--- src/rtl/sig_cmn_pkg.sv ---
// sig_cmn_pkg: shared types and helpers for the credit-flow-controlled link.
package sig_cmn_pkg;
  typedef enum logic [1:0] {CTX_INIT, CTX_RUN, CTX_DRAIN} credit_tx_state_e;
  function automatic int credit_width(input int n);
    return $clog2(n + 1);
  endfunction
endpackage

--- src/rtl/sig_cmn_rv_credit_tx_if.sv ---
// sig_cmn_rv_credit_tx_if: upstream valid/ready, link and credit signals of the credit transmitter.
interface sig_cmn_rv_credit_tx_if #(
  parameter int DWIDTH = 32,
  parameter int CWIDTH = 4
);
  logic valid_in, ready_out;
  logic [DWIDTH-1:0] data_in;
  logic link_valid_out;
  logic [DWIDTH-1:0] link_data_out;
  logic credit_ret_in, reinit_req_in, reinit_done_out, err_out;
  logic [CWIDTH-1:0] credits_out;
  modport slave (
    input valid_in, data_in, credit_ret_in, reinit_req_in,
    output ready_out, link_valid_out, link_data_out, reinit_done_out, credits_out, err_out
  );
  modport master (
    output valid_in, data_in, credit_ret_in, reinit_req_in,
    input ready_out, link_valid_out, link_data_out, reinit_done_out, credits_out, err_out
  );
endinterface

--- src/rtl/sig_cmn_credit_counter.sv ---
// sig_cmn_credit_counter: up/down credit counter with load-to-max and saturation at max.
module sig_cmn_credit_counter
  import sig_cmn_pkg::*;
#(
  parameter int MAX = 8,
  parameter int W = credit_width(MAX)
) (
  input  logic         clk,
  input  logic         reset_n,
  input  logic         load,
  input  logic         inc,
  input  logic         dec,
  output logic [W-1:0] count,
  output logic         sat
);
  logic [W-1:0] count_q, count_d;
  logic [W:0] sum;
  always_comb begin
    sum = {1'b0, count_q} + (W+1)'(inc) - (W+1)'(dec);
    sat = !load && sum > (W+1)'(MAX);
    count_d = (load || sat) ? W'(MAX) : sum[W-1:0];
  end
  always_ff @(posedge clk or negedge reset_n)
    if (!reset_n) count_q <= '0;
    else count_q <= count_d;
  assign count = count_q;
endmodule

--- src/rtl/sig_cmn_rv_credit_tx.sv ---
// sig_cmn_rv_credit_tx: valid/ready to credit-flow-controlled link transmitter with drain/reinit.
// Optional sticky overflow error and send-without-credit assertion under SIG_CMN_CREDIT_TX_ERR_EN.
module sig_cmn_rv_credit_tx
  import sig_cmn_pkg::*;
#(
  parameter int DWIDTH = 32,
  parameter int NUM_CREDITS = 8
) (
  input logic clk,
  input logic reset_n,
  sig_cmn_rv_credit_tx_if.slave io
);
  localparam int CWIDTH = credit_width(NUM_CREDITS);
  credit_tx_state_e state_q, state_d;
  logic link_valid_q, link_valid_d, done_q, done_d;
  logic [DWIDTH-1:0] link_data_q, link_data_d;
  logic [CWIDTH-1:0] credits;
  logic ready, send, load, full, sat;
  always_comb begin
    full = credits == CWIDTH'(NUM_CREDITS);
    load = state_q == CTX_INIT;
    ready = state_q == CTX_RUN && credits != '0 && !io.reinit_req_in;
    send = io.valid_in && ready;
    state_d = load ? CTX_RUN :
              state_q == CTX_RUN ? (io.reinit_req_in ? CTX_DRAIN : CTX_RUN) :
              (full ? CTX_INIT : CTX_DRAIN);
    link_valid_d = send;
    link_data_d = send ? io.data_in : link_data_q;
    done_d = load;
  end
  always_ff @(posedge clk or negedge reset_n)
    if (!reset_n) begin
      state_q <= CTX_INIT;
      link_valid_q <= 1'b0;
      link_data_q <= '0;
      done_q <= 1'b0;
    end else begin
      state_q <= state_d;
      link_valid_q <= link_valid_d;
      link_data_q <= link_data_d;
      done_q <= done_d;
    end
  // INIT's reload wins over a same-cycle return, so the return is masked there.
  sig_cmn_credit_counter #(.MAX(NUM_CREDITS), .W(CWIDTH)) u_cnt (
    .clk(clk), .reset_n(reset_n), .load(load), .inc(io.credit_ret_in && !load),
    .dec(send), .count(credits), .sat(sat)
  );
`ifdef SIG_CMN_CREDIT_TX_ERR_EN
  logic err_q, err_d;
  always_comb err_d = err_q || sat || (io.credit_ret_in && load);
  always_ff @(posedge clk or negedge reset_n)
    if (!reset_n) err_q <= 1'b0;
    else err_q <= err_d;
  always_ff @(posedge clk)
    if (reset_n) assert (!(send && credits == '0));
  assign io.err_out = err_q;
`else
  logic unused_sat;
  assign unused_sat = sat;
  assign io.err_out = 1'b0;
`endif
  assign io.ready_out = ready;
  assign io.link_valid_out = link_valid_q;
  assign io.link_data_out = link_data_q;
  assign io.reinit_done_out = done_q;
  assign io.credits_out = credits;
endmodule

--- src/flat_wrapper.sv ---
// flat-port wrapper written by rule: the top's interface ports become plain ports
module sig_cmn_rv_credit_tx_flat import sig_cmn_pkg::*;
#(
  parameter int DWIDTH = 32,
  parameter int NUM_CREDITS = 8
)
  (clk, reset_n, io_valid_in, io_data_in, io_credit_ret_in, io_reinit_req_in, io_ready_out, io_link_valid_out, io_link_data_out, io_reinit_done_out, io_credits_out, io_err_out);
  sig_cmn_rv_credit_tx_if #(.DWIDTH(DWIDTH), .CWIDTH((credit_width((8))))) io_i ();
  input logic clk;
  input logic reset_n;
  input wire logic [$bits(io_i.valid_in)-1:0] io_valid_in;
  input wire logic [$bits(io_i.data_in)-1:0] io_data_in;
  input wire logic [$bits(io_i.credit_ret_in)-1:0] io_credit_ret_in;
  input wire logic [$bits(io_i.reinit_req_in)-1:0] io_reinit_req_in;
  output wire logic [$bits(io_i.ready_out)-1:0] io_ready_out;
  output wire logic [$bits(io_i.link_valid_out)-1:0] io_link_valid_out;
  output wire logic [$bits(io_i.link_data_out)-1:0] io_link_data_out;
  output wire logic [$bits(io_i.reinit_done_out)-1:0] io_reinit_done_out;
  output wire logic [$bits(io_i.credits_out)-1:0] io_credits_out;
  output wire logic [$bits(io_i.err_out)-1:0] io_err_out;
  assign io_i.valid_in = io_valid_in;
  assign io_i.data_in = io_data_in;
  assign io_i.credit_ret_in = io_credit_ret_in;
  assign io_i.reinit_req_in = io_reinit_req_in;
  assign io_ready_out = io_i.ready_out;
  assign io_link_valid_out = io_i.link_valid_out;
  assign io_link_data_out = io_i.link_data_out;
  assign io_reinit_done_out = io_i.reinit_done_out;
  assign io_credits_out = io_i.credits_out;
  assign io_err_out = io_i.err_out;
  sig_cmn_rv_credit_tx #(.DWIDTH(DWIDTH), .NUM_CREDITS(NUM_CREDITS)) u_core (.clk(clk), .reset_n(reset_n), .io(io_i));
endmodule
--- config.mk ---
export PLATFORM = sky130hd
export DESIGN_NAME = sig_cmn_rv_credit_tx_flat
export DESIGN_NICKNAME = d
export VERILOG_FILES = /design/src/rtl/sig_cmn_pkg.sv /design/src/rtl/sig_cmn_rv_credit_tx_if.sv /design/src/rtl/sig_cmn_credit_counter.sv /design/src/rtl/sig_cmn_rv_credit_tx.sv /design/src/flat_wrapper.sv
export SDC_FILE = /design/constraint.sdc
export NUM_CORES = 1
export LEC_CHECK = 0
export ABC_CLOCK_PERIOD_IN_PS = 6570
export BUFFER_PORTS_ARGS = -buffer_cell sky130_fd_sc_hd__buf_2
export CAP_MARGIN = 20
export CORE_AREA = 2 2 63 65
export DETAILED_ROUTE_END_ITERATION = 8
export DIE_AREA = 0 0 65 67
export PLACE_DENSITY = 0.82
export SLEW_MARGIN = 20
export SYNTH_ARGS = -nofsm -noshare
export SYNTH_HDL_FRONTEND = slang
export SYNTH_SLANG_ARGS = --single-unit
--- constraint.sdc ---
create_clock -name clk -period 6.57 [get_ports clk]
set_input_delay 0.657 -clock clk [delete_from_list [all_inputs] [get_ports clk]]
set_output_delay 0.657 -clock clk [all_outputs]
set_load 0.1 [all_outputs]
# Word-level counts from Yosys, hierarchy flattened
# Index checks and enable logic that the tools add are counted.
# word_totals
ff_bits	40
out_inout_bits	40
in_bits	37
elab_cells	25
# classes
eq_ne	2
addsub	2
order_cmp	1
mux	5
n_reduce_logical	10
# op_table
cell	count
two-way mux 2 bit	4
adder 4 x 1 -> 5 bit	1
> comparator 5 x 4 -> 1 bit (second input constant)	1
logical AND 1 bit	5
subtractor 5 x 1 -> 5 bit	1
equality test 4 bit (second input constant)	1
two-way mux 4 bit	1
nonzero test 4 bit	1
equality test 2 x 1 -> 1 bit (second input constant)	1
logical NOT 1 bit	2
logical NOT 2 bit	1
logical OR 1 bit	1

# Longest topological paths before layout
# depth
depth_word	9
mapped_depth	14
ltp_nobuf	13

# Cells and area by module
# A second synthesis with hierarchy kept.
# hier_totals
cells_unflattened	118
hier_area_um2	1858.0
# by_module_without_submodules
module	seq_area_each_um2	instances	area_each_um2	cells_each
sig_cmn_rv_credit_tx	900.9	1	1507.7	83
sig_cmn_credit_counter	100.1	1	350.3	35

# Worst setup path before layout
# No wires, ideal clock.
# synth_path
path_kind	register -> register
from	register u_core.u_cnt.count_q[2] (netlist: u_core.u_cnt.count[2])
to	register u_core.u_cnt.count_q[3] (netlist: u_core.u_cnt.count[3])
path_stages_with_launch	15
setup_time_ps	127
t_arrival_ps	4509
slack_ps	1933
synth_period_minus_slack_ps	4637
required_time_ps	6443
path_buffers	1
cell_sequence	dfrtp_1 -> inv_1 -> ha_1 -> a2111oi_4 -> nand2_4 -> buf_6 -> inv_1 -> ha_1 -> inv_1 -> ha_1 -> fa_1 -> a21oi_1 -> o21bai_1 -> xnor2_1 -> or2_2
# synth_via
elab_chain_len	9
word_cells_on_any_way	10
classes_between	add/sub (2); order compare (1); mux (1); reduce/logical (6)
# synth_lines
item	line_no	source
start, declared	sig_cmn_credit_counter.sv:16	logic [W-1:0] count_q, count_d;
start signal, assigned	sig_cmn_credit_counter.sv:25	else count_q <= count_d;
nonzero test 4 bit *	sig_cmn_rv_credit_tx.sv:22	ready = state_q == CTX_RUN && credits != '0 && !io.reinit_req_in;
logical AND 1 bit * (2 in a row)	sig_cmn_rv_credit_tx.sv:22	
named net io_ready_out	flat_wrapper.sv:15	output wire logic [$bits(io_i.ready_out)-1:0] io_ready_out;
logical AND 1 bit *	sig_cmn_rv_credit_tx.sv:23	send = io.valid_in && ready;
named net u_core.link_valid_d	sig_cmn_rv_credit_tx.sv:15	logic link_valid_q, link_valid_d, done_q, done_d;
subtractor 5 x 1 -> 5 bit *	sig_cmn_credit_counter.sv:19	sum = {1'b0, count_q} + (W+1)'(inc) - (W+1)'(dec);
> comparator 5 x 4 -> 1 bit	sig_cmn_credit_counter.sv:20	sat = !load && sum > (W+1)'(MAX);
logical AND 1 bit	sig_cmn_credit_counter.sv:20	
logical OR 1 bit	sig_cmn_credit_counter.sv:21	count_d = (load || sat) ? W'(MAX) : sum[W-1:0];
two-way mux 4 bit *	sig_cmn_credit_counter.sv:21	
named net u_core.u_cnt.count_d[3]	sig_cmn_credit_counter.sv:16	
# Mark *: on every way through the listed nets, which the timed path passes. The rest lies on a longest branch.
# A chain may end at the register's enable or synchronous reset.

# Worst setup path in the final report
# layout_path
from	register u_core.u_cnt.count_q[3] (netlist: u_core.u_cnt.count[3])
to	register u_core.u_cnt.count_q[3] (netlist: u_core.u_cnt.count[3])
# layout_via
elab_chain_len	9
word_cells_on_any_way	10
classes_between	add/sub (2); order compare (1); mux (1); reduce/logical (6)
# layout_lines
item	line_no
nonzero test 4 bit *	sig_cmn_rv_credit_tx.sv:22
logical AND 1 bit * (2 in a row)	sig_cmn_rv_credit_tx.sv:22
logical AND 1 bit *	sig_cmn_rv_credit_tx.sv:23
named net u_core.link_valid_d	sig_cmn_rv_credit_tx.sv:15
subtractor 5 x 1 -> 5 bit *	sig_cmn_credit_counter.sv:19
> comparator 5 x 4 -> 1 bit	sig_cmn_credit_counter.sv:20
logical AND 1 bit	sig_cmn_credit_counter.sv:20
logical OR 1 bit	sig_cmn_credit_counter.sv:21
two-way mux 4 bit *	sig_cmn_credit_counter.sv:21
named net u_core.u_cnt.count_d[3]	sig_cmn_credit_counter.sv:16
# Marked as above.

==> impl_table.tex <==
\begin{tabular}{lr}
\hline
Metric & Value \\
\hline
\multicolumn{2}{l}{\textbf{Die}} \\
DIE AREA & 4360 sq um \\
Standard-cell rows & 22 \\
Overall die width & 65 microns \\
Count of boundary I/O pins & 77 \\
Chip height & 67 microns \\
Starting density of the core & 0.500 \\
Area of the core & 3610 sq um \\
\multicolumn{2}{l}{\textbf{Clock tree}} \\
Root buffer cell & sky130\_fd\_sc\_hd\_\_clkbuf\_8 \\
Post-CTS resize count & 0 \\
Source-to-sink clock delay at the later pin of the worst-skew pair & 0.28 ns \\
Post-CTS Hold Buffers & 0 \\
Sink Count & 40 \\
TritonCTS buffer count & 5 \\
CTS tree & done \\
Number of setup buffers added after CTS & 0 \\
CTS Buffer Depth & 2 \\
Clock edge transition at the registers on the reported setup and hold paths & 0.07 ns \\
CTS H-tree depth & 2 \\
\multicolumn{2}{l}{\textbf{STA}} \\
Fin crit share & 0.508 \\
Highest attainable clock frequency & 0.300 GHz \\
Clock skew after layout & 0.00386 ns \\
Final worst hold slack & 0.471 ns \\
Setup Viol. Count Final & 0 \\
Setup total negative slack & 0 ns \\
Post-route minimum period & 3.34 ns \\
Slew HR & 0.436 \\
Number of hold-slack violations in the final timing report & 0 \\
Final worst-path setup slack & 3.23 ns \\
RSZ-0062 raised after global routing & no \\
Tightest Pin Transition & 0.846 ns \\
Final-report max-slew violation count & 0 \\
\multicolumn{2}{l}{\textbf{Worst setup path}} \\
R2r worst-path depth & 13 \\
Critical-path cell with the highest stage delay & sky130\_fd\_sc\_hd\_\_fa\_1 \\
Nature of the critical path endpoint & flip-flop \\
Data arrival at the endpoint of the critical path & 3.50 ns \\
Crit path to & u\_core.u\_cnt.count[3]\$\_DFF\_PN0\_ \\
Data required time at the worst endpoint & 6.74 ns \\
Origin of the critical flop-to-flop path & u\_core.u\_cnt.count[3]\$\_DFF\_PN0\_ \\
Critical path fanouts, max & 33 \\
Startpoint class of the critical path & flip-flop \\
Register-to-Register Setup Slack & 3.23 ns \\
Cell-by-cell listing of the critical path & inv\_1 > ha\_1 > a2111oi\_4 > nand2\_4 > inv\_1 > ha\_1 > inv\_1 > ha\_1 > fa\_1 > a21oi\_1 > o21bai\_1 > xnor2\_1 > or2\_2 \\
Endpoint of the lowest-slack register-to-register path & u\_core.u\_cnt.count[3]\$\_DFF\_PN0\_ \\
Critical path origin & u\_core.u\_cnt.count[3]\$\_DFF\_PN0\_ \\
Worst stage delay on the critical path & 0.44 ns \\
Worst setup path class & flip-flop to flip-flop \\
\multicolumn{2}{l}{\textbf{Global route}} \\
Total overflow reported by the global router & 0 \\
GRT Resource Usage Total & 0.167 \\
Wire length of the first global-routing pass & 5320 microns \\
Number of antenna violations at the first check in global routing & 0 \\
Number of global-route vias before repair & 1122 \\
Global-route track usage on met2 & 0.250 \\
Layer with the highest usage & met2 \\
Met3 capacity usage during global routing & 0.0524 \\
Largest net degree at the start of global routing & 41 \\
Fraction of met1 tracks used by global routing & 0.220 \\
\multicolumn{2}{l}{\textbf{Routing}} \\
DR pass1 iterations & 4 \\
DRC errors left & 0 \\
Routed via count & 1117 \\
DRC marker count from the first detailed-route iteration & 58 \\
Average via count per standard cell & 4.65 \\
Residual antenna-violating net count after detailed routing & 0 \\
Drt wl/cell & 13.7 microns \\
Detailed Route WL & 3300 microns \\
\multicolumn{2}{l}{\textbf{Synth}} \\
Synth warnings & 0 \\
Post-synthesis average cell area & 16.0 sq um \\
Synth Cell Area & 1800 sq um \\
Synthesized netlist cell count & 113 \\
EDFF count, synth & 0 \\
FFs w/ async S/R, synth & 1.00 \\
Count of distinct cell types in the synthesized netlist & 24 \\
Share of the yosys chip area belonging to registers & 0.555 \\
Most frequent cells after synthesis & sky130\_fd\_sc\_hd\_\_dfrtp\_1, sky130\_fd\_sc\_hd\_\_mux2\_4, sky130\_fd\_sc\_hd\_\_inv\_1 \\
Area leader, netlist & sky130\_fd\_sc\_hd\_\_dfrtp\_1 \\
Post-synth top area share & 0.555 \\
Flip-flop cell with the highest count after synthesis & sky130\_fd\_sc\_hd\_\_dfrtp\_1 \\
Most frequent cell after synthesis & sky130\_fd\_sc\_hd\_\_dfrtp\_1 \\
Post-Synthesis Net Count & 158 \\
Flops \& latches, synth & 40 \\
Cell types occupying the most area after synthesis & sky130\_fd\_sc\_hd\_\_dfrtp\_1, sky130\_fd\_sc\_hd\_\_mux2\_4, sky130\_fd\_sc\_hd\_\_ha\_1 \\
\multicolumn{2}{l}{\textbf{Placement}} \\
Worst slack at placement & 3.15 ns \\
Post-DP Area & 2200 sq um \\
Number of port buffers & 75 \\
Global placement routability congestion & 0.855 \\
Total half-perimeter wirelength after legalization and detailed placement & 2390 microns \\
\multicolumn{2}{l}{\textbf{Status}} \\
Run status & complete, no violations \\
\multicolumn{2}{l}{\textbf{Run}} \\
Maximum capacitance violations & 0 \\
\multicolumn{2}{l}{\textbf{Layout}} \\
Synth-to-Final Area Change & 28.9\% \\
Final layout net count & 236 \\
Layout cell share with drive strength beyond 1 & 0.615 \\
Number of filler cells placed in the layout & 278 \\
Antenna Diode Count & 0 \\
Post-route cell area & 2320 sq um \\
\multicolumn{2}{l}{\textbf{Worst hold path}} \\
Classification of the worst-slack hold path & input port to asynchronous set/reset pin \\
\hline
\end{tabular}
==> through the flow <==
stage | cells | util
floorplan | 113 | -
CTS | 240 | 0.644
global placement | 232 | 0.609
finish | 240 | 0.644
detailed placement | 232 | 0.609
global route | 240 | 0.644
==> worst max-delay path: cells and delay by family (launching register included) <==
kind | cells | cell delay (ns)
xor+xnor | 1 | 0.17
fa+ha+maj | 4 | 1.01
compound gates | 3 | 0.62
flops | 1 | 0.41
buf+inv | 3 | 0.30
simple gates | 2 | 0.69
==> logic make-up (layout without fill, tap and decap cells) <==
kind of cell / count (synthesis) / after routing / synth area share
other: 1 / 1 / 0.00208
AND/OR/NAND/NOR: 10 / 10 / 0.0340
buffers and inverters: 12 / 91 / 0.0396
XOR/XNOR: 2 / 2 / 0.00972
multiplexers: 32 / 32 / 0.260
AO/OA/AOI/OAI: 8 / 8 / 0.0396
flip-flops: 40 / 40 / 0.555
adder cells (fa/ha/maj): 8 / 8 / 0.0597
==> metal layers <==
layer	vias to the layer above	wire length, microns
li1	536	-
met1	524	1530
met2	50	1440
met3	7	269
met4	0	62
met5	-	0
==> worst min path at each step <==
stage | slack [ns] | to | start
3_5_place_dp | 0.49 | u_core.io.link_data_out[23]$_DFFE_PN0P_ | u_core.io.link_data_out[23]$_DFFE_PN0P_
4_1_cts | 0.50 | u_core.io.link_data_out[3]$_DFFE_PN0P_ | reset_n
2_1_floorplan | 0.36 | u_core.io.link_data_out[0]$_DFFE_PN0P_ | reset_n
5_1_grt | 0.52 | u_core.io.link_data_out[31]$_DFFE_PN0P_ | u_core.io.link_data_out[31]$_DFFE_PN0P_
6_report | 0.47 | u_core.io.link_data_out[3]$_DFFE_PN0P_ | reset_n
3_3_place_gp | 0.48 | u_core.io.link_data_out[0]$_DFFE_PN0P_ | u_core.io.link_data_out[0]$_DFFE_PN0P_
==> sequential cells by signal, summed over array words and instances (netlist names) <==
signal                     count
u_core.u_cnt.count             4
u_core.state_q                 2
u_core.io.link_data_out       32
u_core.io.reinit_done_out      1
u_core.io.link_valid_out       1
==> cells in the final DEF (no fill, tap or decap), drive strengths merged, types with 2 or more instances in the layout <==
| master | netlist | layout |
|---|---|---|
| buf | 4 | 75 |
| inv | 8 | 8 |
| nor2 | 3 | 3 |
| mux2 | 32 | 32 |
| xnor2 | 2 | 2 |
| dfrtp | 40 | 40 |
| nor3b | 2 | 2 |
| ha | 7 | 7 |
| a21oi | 2 | 2 |
| clkbuf | 0 | 7 |
==> cell type report <==
| class | count | area (sq um) | share of cell area |
|---|---|---|---|
| Clock inverter | 1 | 30.0 | 0.0129 |
| Clock buffer | 7 | 96.3 | 0.0415 |
| Inverter | 8 | 30.0 | 0.0129 |
| Sequential cell | 40 | 1000 | 0.431 |
| Multi-Input combinational cell | 61 | 731 | 0.314 |
| Timing Repair Buffer | 75 | 375 | 0.162 |
| Tap cell | 48 | 60.1 | 0.0258 |
Power is not shown: default switching activity piles up to over one toggle a cycle in this logic, so the estimate is an artifact.
